**config.mk**
```make
export PLATFORM = sky130hd
export DESIGN_NAME = layer_tile_sched
export DESIGN_NICKNAME = d
export VERILOG_FILES = /design/src/rtl/layer_tile_sched.sv
export SDC_FILE = /design/constraint.sdc
export NUM_CORES = 1
export LEC_CHECK = 0
export CORE_UTILIZATION = 65
export CTS_BUF_LIST = sky130_fd_sc_hd__clkbuf_8
export CTS_CLUSTER_SIZE = 16
export DETAILED_ROUTE_END_ITERATION = 8
export DONT_BUFFER_PORTS = 1
export GPL_ROUTABILITY_DRIVEN = 0
export MAX_ROUTING_LAYER = met4
export PLACE_DENSITY = 0.93
export SLEW_MARGIN = 20
export SYNTH_ARGS = -nofsm -noshare
export SYNTH_HDL_FRONTEND = slang
export SYNTH_SLANG_ARGS = --single-unit
```
**constraint.sdc**
```tcl
create_clock -name clk -period 2.75 [get_ports clk]
set_input_delay 0.825 -clock clk [delete_from_list [all_inputs] [get_ports clk]]
set_output_delay 0.825 -clock clk [all_outputs]
set_load 0.01 [all_outputs]
```
**src/rtl/layer_tile_sched.sv**
```systemverilog
// -----------------------------------------------------------------------------
// layer_tile_sched
//
// Purpose:
//   Sequences one layer of weight-stationary work for the systolic-array compute
//   controller. It accepts a layer descriptor and splits it into weight tiles.
//   For each tile it issues one compute job and waits for that job's completion
//   pulse. Each layer ends with a one-cycle layer_done pulse, or with a sticky
//   timeout_err if a job never completes.
//
// Ports:
//   clk, rstn           clock and asynchronous active-low reset
//   cfg_valid/ready     descriptor handshake; cfg_ready is high only while idle
//   cfg_num_row         input rows per job
//   cfg_num_tile        number of weight tiles (0 finishes the layer at once)
//   cfg_*_base          layer base addresses (weights, inputs, accumulators)
//   abort               finish the layer after the job in flight completes
//   job_en              one-cycle job start strobe to the compute controller
//   job_weight_fill     this job loads its weights (first tile only)
//   job_weight_change   prefetch the next tile's weights during this job
//   job_num_row, job_*_addr  job fields; they hold until the next job_en
//   job_done            completion pulse from the compute controller
//   busy, tile_idx      status: not idle, index of the current tile
//   layer_done/aborted  one-cycle end-of-layer pulse, plus its abort flag
//   timeout_err         sticky; cleared when the next descriptor is accepted
// -----------------------------------------------------------------------------
module layer_tile_sched #(
    parameter int DATA_WIDTH = 16,
    parameter int ADDR_WIDTH = 16,
    parameter int SYS_ROW    = 16,
    parameter int TILE_W     = 8,
    parameter int TIMEOUT    = 4096
) (
    input  logic                  clk,
    input  logic                  rstn,
    input  logic                  cfg_valid,
    output logic                  cfg_ready,
    input  logic [DATA_WIDTH-1:0] cfg_num_row,
    input  logic [TILE_W-1:0]     cfg_num_tile,
    input  logic [ADDR_WIDTH-1:0] cfg_w_base,
    input  logic [ADDR_WIDTH-1:0] cfg_in_base,
    input  logic [ADDR_WIDTH-1:0] cfg_acc_base,
    input  logic                  abort,
    output logic                  job_en,
    output logic                  job_weight_fill,
    output logic                  job_weight_change,
    output logic [DATA_WIDTH-1:0] job_num_row,
    output logic [ADDR_WIDTH-1:0] job_w_addr,
    output logic [ADDR_WIDTH-1:0] job_in_addr,
    output logic [ADDR_WIDTH-1:0] job_acc_addr,
    input  logic                  job_done,
    output logic                  busy,
    output logic [TILE_W-1:0]     tile_idx,
    output logic                  layer_done,
    output logic                  aborted,
    output logic                  timeout_err
);

    localparam int CNT_W = $clog2(TIMEOUT);
    localparam logic [CNT_W-1:0]      CNT_LAST   = CNT_W'(TIMEOUT - 1);
    localparam logic [CNT_W-1:0]      CNT_ONE    = {{(CNT_W-1){1'b0}}, 1'b1};
    localparam logic [TILE_W-1:0]     TILE_ONE   = {{(TILE_W-1){1'b0}}, 1'b1};
    localparam logic [TILE_W:0]       TILE_ONE_X = {{TILE_W{1'b0}}, 1'b1};
    localparam logic [ADDR_WIDTH-1:0] W_STRIDE   = ADDR_WIDTH'(SYS_ROW);

    typedef enum logic [1:0] {
        S_IDLE  = 2'd0,
        S_ISSUE = 2'd1,
        S_WAIT  = 2'd2,
        S_DONE  = 2'd3
    } state_e;

    state_e                  state_q;
    logic [DATA_WIDTH-1:0]   num_row_q;
    logic [TILE_W-1:0]       num_tile_q;
    logic [ADDR_WIDTH-1:0]   w_base_q;
    logic [ADDR_WIDTH-1:0]   in_base_q;
    logic [ADDR_WIDTH-1:0]   acc_base_q;
    logic [ADDR_WIDTH-1:0]   w_off_q;
    logic [ADDR_WIDTH-1:0]   acc_off_q;
    logic [CNT_W-1:0]        wait_cnt_q;
    logic                    abort_pend_q;

    logic                    cfg_ready_q;
    logic                    job_en_q;
    logic                    job_weight_fill_q;
    logic                    job_weight_change_q;
    logic [DATA_WIDTH-1:0]   job_num_row_q;
    logic [ADDR_WIDTH-1:0]   job_w_addr_q;
    logic [ADDR_WIDTH-1:0]   job_in_addr_q;
    logic [ADDR_WIDTH-1:0]   job_acc_addr_q;
    logic                    busy_q;
    logic [TILE_W-1:0]       tile_idx_q;
    logic                    layer_done_q;
    logic                    aborted_q;
    logic                    timeout_err_q;

    // Tile sequencer: state, descriptor, offsets and all registered outputs.
    always_ff @(posedge clk or negedge rstn) begin
        if (!rstn) begin
            state_q             <= S_IDLE;
            num_row_q           <= {DATA_WIDTH{1'b0}};
            num_tile_q          <= {TILE_W{1'b0}};
            w_base_q            <= {ADDR_WIDTH{1'b0}};
            in_base_q           <= {ADDR_WIDTH{1'b0}};
            acc_base_q          <= {ADDR_WIDTH{1'b0}};
            w_off_q             <= {ADDR_WIDTH{1'b0}};
            acc_off_q           <= {ADDR_WIDTH{1'b0}};
            wait_cnt_q          <= {CNT_W{1'b0}};
            abort_pend_q        <= 1'b0;
            cfg_ready_q         <= 1'b1;
            job_en_q            <= 1'b0;
            job_weight_fill_q   <= 1'b0;
            job_weight_change_q <= 1'b0;
            job_num_row_q       <= {DATA_WIDTH{1'b0}};
            job_w_addr_q        <= {ADDR_WIDTH{1'b0}};
            job_in_addr_q       <= {ADDR_WIDTH{1'b0}};
            job_acc_addr_q      <= {ADDR_WIDTH{1'b0}};
            busy_q              <= 1'b0;
            tile_idx_q          <= {TILE_W{1'b0}};
            layer_done_q        <= 1'b0;
            aborted_q           <= 1'b0;
            timeout_err_q       <= 1'b0;
        end else begin
            // Strobes default low; only ISSUE and DONE raise them.
            job_en_q     <= 1'b0;
            layer_done_q <= 1'b0;
            aborted_q    <= 1'b0;

            case (state_q)
                S_IDLE: begin
                    // cfg_ready lags entry to IDLE by one cycle, so accepting
                    // on the registered ready keeps the handshake consistent.
                    if (cfg_ready_q && cfg_valid) begin
                        num_row_q     <= cfg_num_row;
                        num_tile_q    <= cfg_num_tile;
                        w_base_q      <= cfg_w_base;
                        in_base_q     <= cfg_in_base;
                        acc_base_q    <= cfg_acc_base;
                        w_off_q       <= {ADDR_WIDTH{1'b0}};
                        acc_off_q     <= {ADDR_WIDTH{1'b0}};
                        tile_idx_q    <= {TILE_W{1'b0}};
                        timeout_err_q <= 1'b0;
                        abort_pend_q  <= 1'b0;
                        cfg_ready_q   <= 1'b0;
                        busy_q        <= 1'b1;
                        if (cfg_num_tile == {TILE_W{1'b0}}) begin
                            state_q <= S_DONE;
                        end else begin
                            state_q <= S_ISSUE;
                        end
                    end else begin
                        cfg_ready_q <= 1'b1;
                        busy_q      <= 1'b0;
                    end
                end

                S_ISSUE: begin
                    job_en_q            <= 1'b1;
                    job_weight_fill_q   <= (tile_idx_q == {TILE_W{1'b0}});
                    // One extra bit so tile_idx+1 cannot wrap at the top tile.
                    job_weight_change_q <= (({1'b0, tile_idx_q} + TILE_ONE_X) < {1'b0, num_tile_q});
                    job_num_row_q       <= num_row_q;
                    job_w_addr_q        <= w_base_q + w_off_q;
                    job_in_addr_q       <= in_base_q;
                    job_acc_addr_q      <= acc_base_q + acc_off_q;
                    wait_cnt_q          <= {CNT_W{1'b0}};
                    abort_pend_q        <= abort_pend_q | abort;
                    state_q             <= S_WAIT;
                end

                S_WAIT: begin
                    if (job_done) begin
                        // An abort arriving with job_done still stops here.
                        abort_pend_q <= abort_pend_q | abort;
                        if (abort_pend_q || abort || (tile_idx_q == (num_tile_q - TILE_ONE))) begin
                            state_q <= S_DONE;
                        end else begin
                            tile_idx_q <= tile_idx_q + TILE_ONE;
                            w_off_q    <= w_off_q + W_STRIDE;
                            acc_off_q  <= acc_off_q + ADDR_WIDTH'(num_row_q);
                            state_q    <= S_ISSUE;
                        end
                    end else if (wait_cnt_q == CNT_LAST) begin
                        // Give up on the job: flag it and return idle silently.
                        timeout_err_q <= 1'b1;
                        busy_q        <= 1'b0;
                        state_q       <= S_IDLE;
                    end else begin
                        wait_cnt_q   <= wait_cnt_q + CNT_ONE;
                        abort_pend_q <= abort_pend_q | abort;
                    end
                end

                S_DONE: begin
                    layer_done_q <= 1'b1;
                    aborted_q    <= abort_pend_q;
                    busy_q       <= 1'b0;
                    state_q      <= S_IDLE;
                end

                default: begin
                    busy_q  <= 1'b0;
                    state_q <= S_IDLE;
                end
            endcase
        end
    end

    assign cfg_ready         = cfg_ready_q;
    assign job_en            = job_en_q;
    assign job_weight_fill   = job_weight_fill_q;
    assign job_weight_change = job_weight_change_q;
    assign job_num_row       = job_num_row_q;
    assign job_w_addr        = job_w_addr_q;
    assign job_in_addr       = job_in_addr_q;
    assign job_acc_addr      = job_acc_addr_q;
    assign busy              = busy_q;
    assign tile_idx          = tile_idx_q;
    assign layer_done        = layer_done_q;
    assign aborted           = aborted_q;
    assign timeout_err       = timeout_err_q;

endmodule
```
==> flow_metrics.py, run 1 <==
metrics = {
    "run_status": {
        "status": "finished, final reports clean",
    },
    "die": {
        "io-pin-count": 157,
        "row_count": 45,
        "start_util_pct": 66.6,
        "fp.dieH_microns": 127,
        "die-area_sq_um": 16100,
        "die_x_microns": 127,
        "core_sq_um": 15200,
    },
    "clock_network": {
        "cts_inserted_buffers": 17,
        "clock_latency_ns": 0.48,
        "cts_max_level": 4,
        "root_buffer": "clkbuf_8",
        "clkTransAtPathRegs_ns": 0.10,
        "clockBufferDepth": 2,
        "cts_sinks": 195,
        "cts_tree": "done",
    },
    "timing": {
        "fmax_ghz": 0.380,
        "drv_slew": 0,
        "period_share_pct": 95.6,
        "rsz0062_at_grt": "false",
        "post-route-min-period_ns": 2.63,
        "setup_viol": 0,
        "hold_viol_final": 0,
        "max_slew_margin_pct": 49.1,
        "worst_slew_pin_slew_ns": 0.761,
        "fin_worst_skew_ns": 0.0184,
        "setup_ws_ns": 0.121,
        "whs_ns": 0.0430,
    },
    "pwr": {
        "peakVddDrop_v": 0.000977,
        "powerDensity_nw_per_um2": 1230,
        "power_mw": 13.3,
        "p_leak_nw": 4.98,
    },
    "routing": {
        "drc": 0,
        "firstDrtPassIters": 5,
        "routed_wl_microns": 20900,
        "wl_per_cell_microns": 19.0,
        "vias": 6830,
        "drt_iter0_drc": 442,
        "detail-route-antenna-nets": 0,
        "vias_per_cell": 6.21,
    },
    "worst_setup_path": {
        "ff2ff_path_depth": 10,
        "path_class": "reg -> reg",
        "path_cells": "inv_1, ha_2, xor2_1, o211ai_1, or3_1, o31ai_4, nand2_2, buf_12, mux2_2, a22o_1",
        "crit_required_ns": 3.13,
        "cpPeakStageDelay_ns": 0.42,
        "cp.arrival_ns": 3.00,
        "critPathSlowestCell": "dfrtp_1",
        "endpoint_kind": "register",
        "critical_path.max_fanout": 20,
        "startpoint_type": "register",
        "r2r_setup_slack_ns": 0.12,
    },
    "layout": {
        "layout.cells.non_filler": 1100,
        "nets": 1037,
        "diodes": 0,
        "drive_above_1_share_pct": 23.1,
        "utilization_pct": 71.5,
        "syn2layout_area_growth_pct": 7.27,
    },
    "global_routing": {
        "grt_antenna_before_repair": 0,
        "grt_pass1_vias": 6909,
        "grt-ovfl-total": 0,
        "grt_max_degree": 196,
        "grt_pass1_wl_microns": 33600,
        "grt_usage_pct": 27.6,
    },
    "yosys": {
        "synth_nets": 1025,
        "ys_types": 60,
        "syn_area_sq_um": 10100,
        "synth-main-ff-cell": "dfrtp_1",
        "synth_warnings": 0,
        "synth_seq_area_share_pct": 48.2,
        "async_flop_share_pct": 100,
        "synth.area.top_cells": "dfrtp_1, mux2_2, ha_1",
        "synthTopCellsByCount": "dfrtp_1, mux2_2, ha_1",
        "synth_seq_cells": 195,
        "synth_edf_count": 0,
        "avgSynthCellArea_sq_um": 11.4,
        "synth_top_cell_by_area": "dfrtp_1",
        "synth_top_area_share_pct": 47.9,
        "yosysMostFrequentCell": "dfrtp_1",
        "netlist_instances": 888,
    },
    "run": {
        "max_cap_viol_count": 0,
    },
    "placed_design": {
        "place_inst": 1065,
        "port_buffers": 0,
        "dpl_worst_slack_ns": -0.0449,
        "dp_hpwl_microns": 14900,
    },
    "worst_hold_path": {
        "hp-class": "in -> async",
    },
}
## critical path: cells and delay by family, from the launching register on
| family | cells | cell delay (ns) |
|---|---|---|
| flops | 1 | 0.42 |
| compound gates | 3 | 0.59 |
| buf+inv | 2 | 0.27 |
| fa+ha+maj | 1 | 0.33 |
| mux | 1 | 0.28 |
| xor+xnor | 1 | 0.15 |
| simple gates | 2 | 0.49 |
## report_power, final
group          total (mW)  switching, mW  leakage [nW]  internal (mW)
sequential           5.42           1.27          2.39           4.15
combinational        6.23           3.09          2.40           3.14
clock                1.70           1.03         0.182          0.661
total                13.3           5.39          4.98           7.95
## cell usage in the layout, fill, tap and decap left out, drive strengths merged, types with 3 or more instances in the layout
| cell type | Yosys | layout |
|---|---|---|
| ha | 58 | 58 |
| dfrtp | 194 | 194 |
| and2 | 5 | 5 |
| nor2 | 41 | 41 |
| nor2b | 9 | 9 |
| nor3 | 7 | 7 |
| clkbuf | 23 | 18 |
| mux2i | 8 | 8 |
| o21bai | 5 | 5 |
| o31ai | 7 | 7 |
| xor2 | 28 | 28 |
| a21o | 16 | 16 |
| clkinv | 0 | 5 |
| nand4 | 6 | 6 |
| a22o | 9 | 9 |
| nor4 | 9 | 9 |
| inv | 33 | 39 |
| buf | 11 | 26 |
| o21ai | 33 | 33 |
| mux2 | 136 | 136 |
| o211ai | 7 | 7 |
| a211oi | 5 | 5 |
| nand3 | 33 | 33 |
| or3 | 9 | 9 |
| a21boi | 3 | 3 |
| a21oi | 44 | 44 |
| and3 | 12 | 12 |
| nand2 | 54 | 54 |
| o21a | 11 | 11 |
| a31oi | 5 | 5 |
| xnor2 | 35 | 35 |
## sequential cells by signal (all words and copies together) (netlist names), 2 cells and up
signal and flops:
wait_cnt_q 12, acc_off_q 16, in_base_q 16, job_in_addr 16, acc_base_q 16, tile_idx 8, job_acc_addr 16, job_num_row 16
w_off_q 12, w_base_q 16, job_w_addr 16, state_q 2, num_tile_q 8, num_row_q 16
## final timing paths
kind | from | endpoint
max | num_tile_q[1]$_DFFE_PN0P_ | acc_off_q[5]$_DFFE_PN0P_
min | rstn | wait_cnt_q[1]$_DFFE_PN0P_
max reg2reg | num_tile_q[1]$_DFFE_PN0P_ | acc_off_q[5]$_DFFE_PN0P_
min reg2reg | w_off_q[8]$_DFFE_PN0P_ | w_off_q[8]$_DFFE_PN0P_
max in group asynchronous | rstn | tile_idx[5]$_DFFE_PN0P_
min in group clk | cfg_num_row[0] | num_row_q[0]$_DFFE_PN0P_
## cells by family (layout without fill, tap and decap cells)
logic type	after synthesis	in the layout	synth area share, %
fa+ha+maj	60	60	7.56
simple gates	200	200	9.86
mux	144	144	15.9
buf+inv	67	91	2.63
xor+xnor	63	63	5.52
flops	195	195	48.2
compound gates	159	159	10.3
## final cells by class
cell class	count	area, sq um
clock buffer	18	248
clock inverter	13	103
fill	1049	4330
inverter	33	124
multi-input combinational	626	5030
sequential	195	4880
tap	188	235
timing repair buffer	27	243
## repair_timing
action / in CTS / in global routing
endpoints found under the setup margin: 0 / 24
hold buffers: 0 / 2
setup buffers: 0 / 2
hold endpoints to repair: 0 / 30
gates resized for setup: 0 / 10
## per-layer routing
layer / part of all wire [%] / global-route usage [%] / vias up
met2: 50 / 45.7 / 201
met1: 42 / 33.5 / 3391
met5: 0 / - / -
met4: 1.2 / 7.56 / 0
met3: 6.2 / 7.47 / 28
li1: - / - / 3210
## stage by stage
| step | instance area [sq um] | TNS (ns) |
|---|---|---|
| global route | 10900 | 0 |
| global placement | 10400 | 0 |
| floorplan | 10100 | 0 |
| finish | 10900 | 0 |
| detailed placement | 10400 | -0.186 |
| CTS | 10800 | 0 |
Note: power is estimated with default switching activity, not from simulation.
==> run 2, diff against run 1 <==
Settings changed: CORE_UTILIZATION 65 to 44, PLACE_DENSITY 0.93 to 0.71.
==> flow_metrics.py, run 2 (same netlist as run 1, synthesis figures left out) <==
metrics = {
    "run_status": {
        "status": "finished, final reports clean",
    },
    "placed_design": {
        "dp_hpwl_microns": 15100,
        "dpl_worst_slack_ns": 0.0873,
        "port_buffers": 0,
    },
    "global_routing": {
        "top_usage_layer": "met2",
        "grt_usage_pct": 19.4,
        "grt_pass1_wl_microns": 35200,
        "grt_antenna_before_repair": 0,
        "grt_max_degree": 196,
        "grt_use_met2_pct": 32.2,
        "grt-ovfl-total": 0,
        "grt_pass1_vias": 6768,
        "grt_util_met3_pct": 4.85,
        "met1_usage_pct": 24.2,
    },
    "routing": {
        "routed_wl_microns": 21400,
        "vias": 6690,
        "firstDrtPassIters": 4,
        "detail-route-antenna-nets": 0,
        "drt_iter0_drc": 360,
        "vias_per_cell": 5.56,
        "drc": 0,
        "wl_per_cell_microns": 17.8,
    },
    "worst_setup_path": {
        "cp.arrival_ns": 2.98,
        "critical_path.max_fanout": 8,
        "path_class": "reg -> reg",
        "startpoint_type": "register",
        "endpoint_kind": "register",
        "crit_required_ns": 3.14,
    },
    "clock_network": {
        "cts_inserted_buffers": 17,
        "cts_sinks": 195,
        "cts_tree": "done",
        "clkTransAtPathRegs_ns": 0.11,
        "clockBufferDepth": 2,
        "clock_latency_ns": 0.47,
        "root_buffer": "clkbuf_8",
        "cts_max_level": 4,
    },
    "timing": {
        "drv_slew": 0,
        "fin_worst_skew_ns": 0.0213,
        "fmax_ghz": 0.387,
        "period_share_pct": 93.9,
        "setup_viol": 0,
        "post-route-min-period_ns": 2.58,
        "max_slew_margin_pct": 55.2,
        "rsz0062_at_grt": "false",
        "fin_tns_setup_ns": 0,
        "hold_viol_final": 0,
        "worst_slew_pin_slew_ns": 0.669,
        "setup_ws_ns": 0.166,
    },
    "worst_hold_path": {
        "hp-class": "in -> async",
    },
    "die": {
        "start_util_pct": 44.7,
        "core_sq_um": 22600,
        "row_count": 55,
        "die-area_sq_um": 23600,
        "fp.dieH_microns": 154,
        "die_x_microns": 154,
        "io-pin-count": 157,
    },
    "layout": {
        "nets": 1042,
        "drive_above_1_share_pct": 23.5,
        "syn2layout_area_growth_pct": 9.82,
        "final_cell_mix": "dfrtp_1, mux2_2, ha_1, nand2_1, a21oi_1",
        "mostFrequentLayoutCell": "dfrtp_1",
        "diodes": 0,
    },
    "pwr": {
        "p_leak_nw": 5.05,
        "powerDensity_nw_per_um2": 1220,
        "peakVddDrop_v": 0.000586,
    },
    "run": {
        "max_cap_viol_count": 0,
    },
}
[run 2: changes by cell type in the layout (fill, tap and decap cells not counted), sizes merged]
cell,change
buf,+4
clkinv,+1
dlygate4sd3,+1
inv,+1
clkinvlp,-2
clkbuf,-1
bufinv,+2
[run 2: layer usage]
layer / part of all wire [%] / up-vias
met5: 0 / -
met4: 0.65 / 0
met3: 5.3 / 8
met2: 50 / 142
met1: 44 / 3323
li1: - / 3217
[run 2: repair_timing]
item	4_1_cts	5_1_grt
endpoints found under the setup margin	0	11
buffers inserted	0	2
hold endpoints to repair	0	7
resized for setup	0	7
hold buffers	0	2
[run 2: power by group]
part	switching, mW	internal [mW]	leakage, nW	total [mW]
combinational	3.01	3.17	2.43	6.18
sequential	1.25	4.14	2.39	5.39
clock	1.16	0.872	0.223	2.03
total	5.42	8.19	5.05	13.6
[run 2: worst paths after layout]
check                                          start                         to  slack, ns  cells after the start
max                        num_tile_q[1]$_DFFE_PN0P_   acc_off_q[7]$_DFFE_PN0P_       0.17                      9
min                                             rstn    w_base_q[3]$_DFFE_PN0P_       0.06                      0
max reg2reg                num_tile_q[1]$_DFFE_PN0P_   acc_off_q[7]$_DFFE_PN0P_       0.17                      9
min reg2reg                in_base_q[10]$_DFFE_PN0P_  in_base_q[10]$_DFFE_PN0P_       0.51                      1
max in group asynchronous                       rstn   in_base_q[3]$_DFFE_PN0P_       1.50                      1
min in group clk                      cfg_in_base[2]   in_base_q[2]$_DFFE_PN0P_       0.50                      1
[run 2: area by class of cell]
type | count | area, sq um
Fill cell | 2008 | 11500
Multi-Input combinational cell | 626 | 5030
Sequential cell | 195 | 4880
Tap cell | 285 | 357
Timing Repair Buffer | 32 | 295
Clock buffer | 17 | 234
Clock inverter | 15 | 209
Inverter | 33 | 124
[run 2: metrics by stage]
| stage | total power, mW | std cells | hold WS (ns) | utilization [%] | cell area, sq um |
|---|---|---|---|---|---|
| 2_1_floorplan | 10.0 | 888 | 0.463 | - | 10100 |
| 3_3_place_gp | 11.4 | 1167 | 0.478 | 47.0 | 10600 |
| 3_5_place_dp | 11.6 | 1167 | 0.487 | 47.0 | 10600 |
| 4_1_cts | 13.7 | 1199 | 0.00512 | 48.9 | 11100 |
| 5_1_grt | 14.7 | 1203 | 0.0103 | 49.1 | 11100 |
| 6_report | 13.6 | 1203 | 0.0631 | 49.1 | 11100 |
[run 2: critical path, cell delays in order, from the launching register on]
cell and delay, ns:
dfrtp_1 0.40, inv_1 0.08, ha_1 0.28, xor2_1 0.16
o211ai_1 0.09, or3_1 0.38, o31ai_4 0.28, buf_4 0.17
and3_1 0.45, a22o_1 0.24
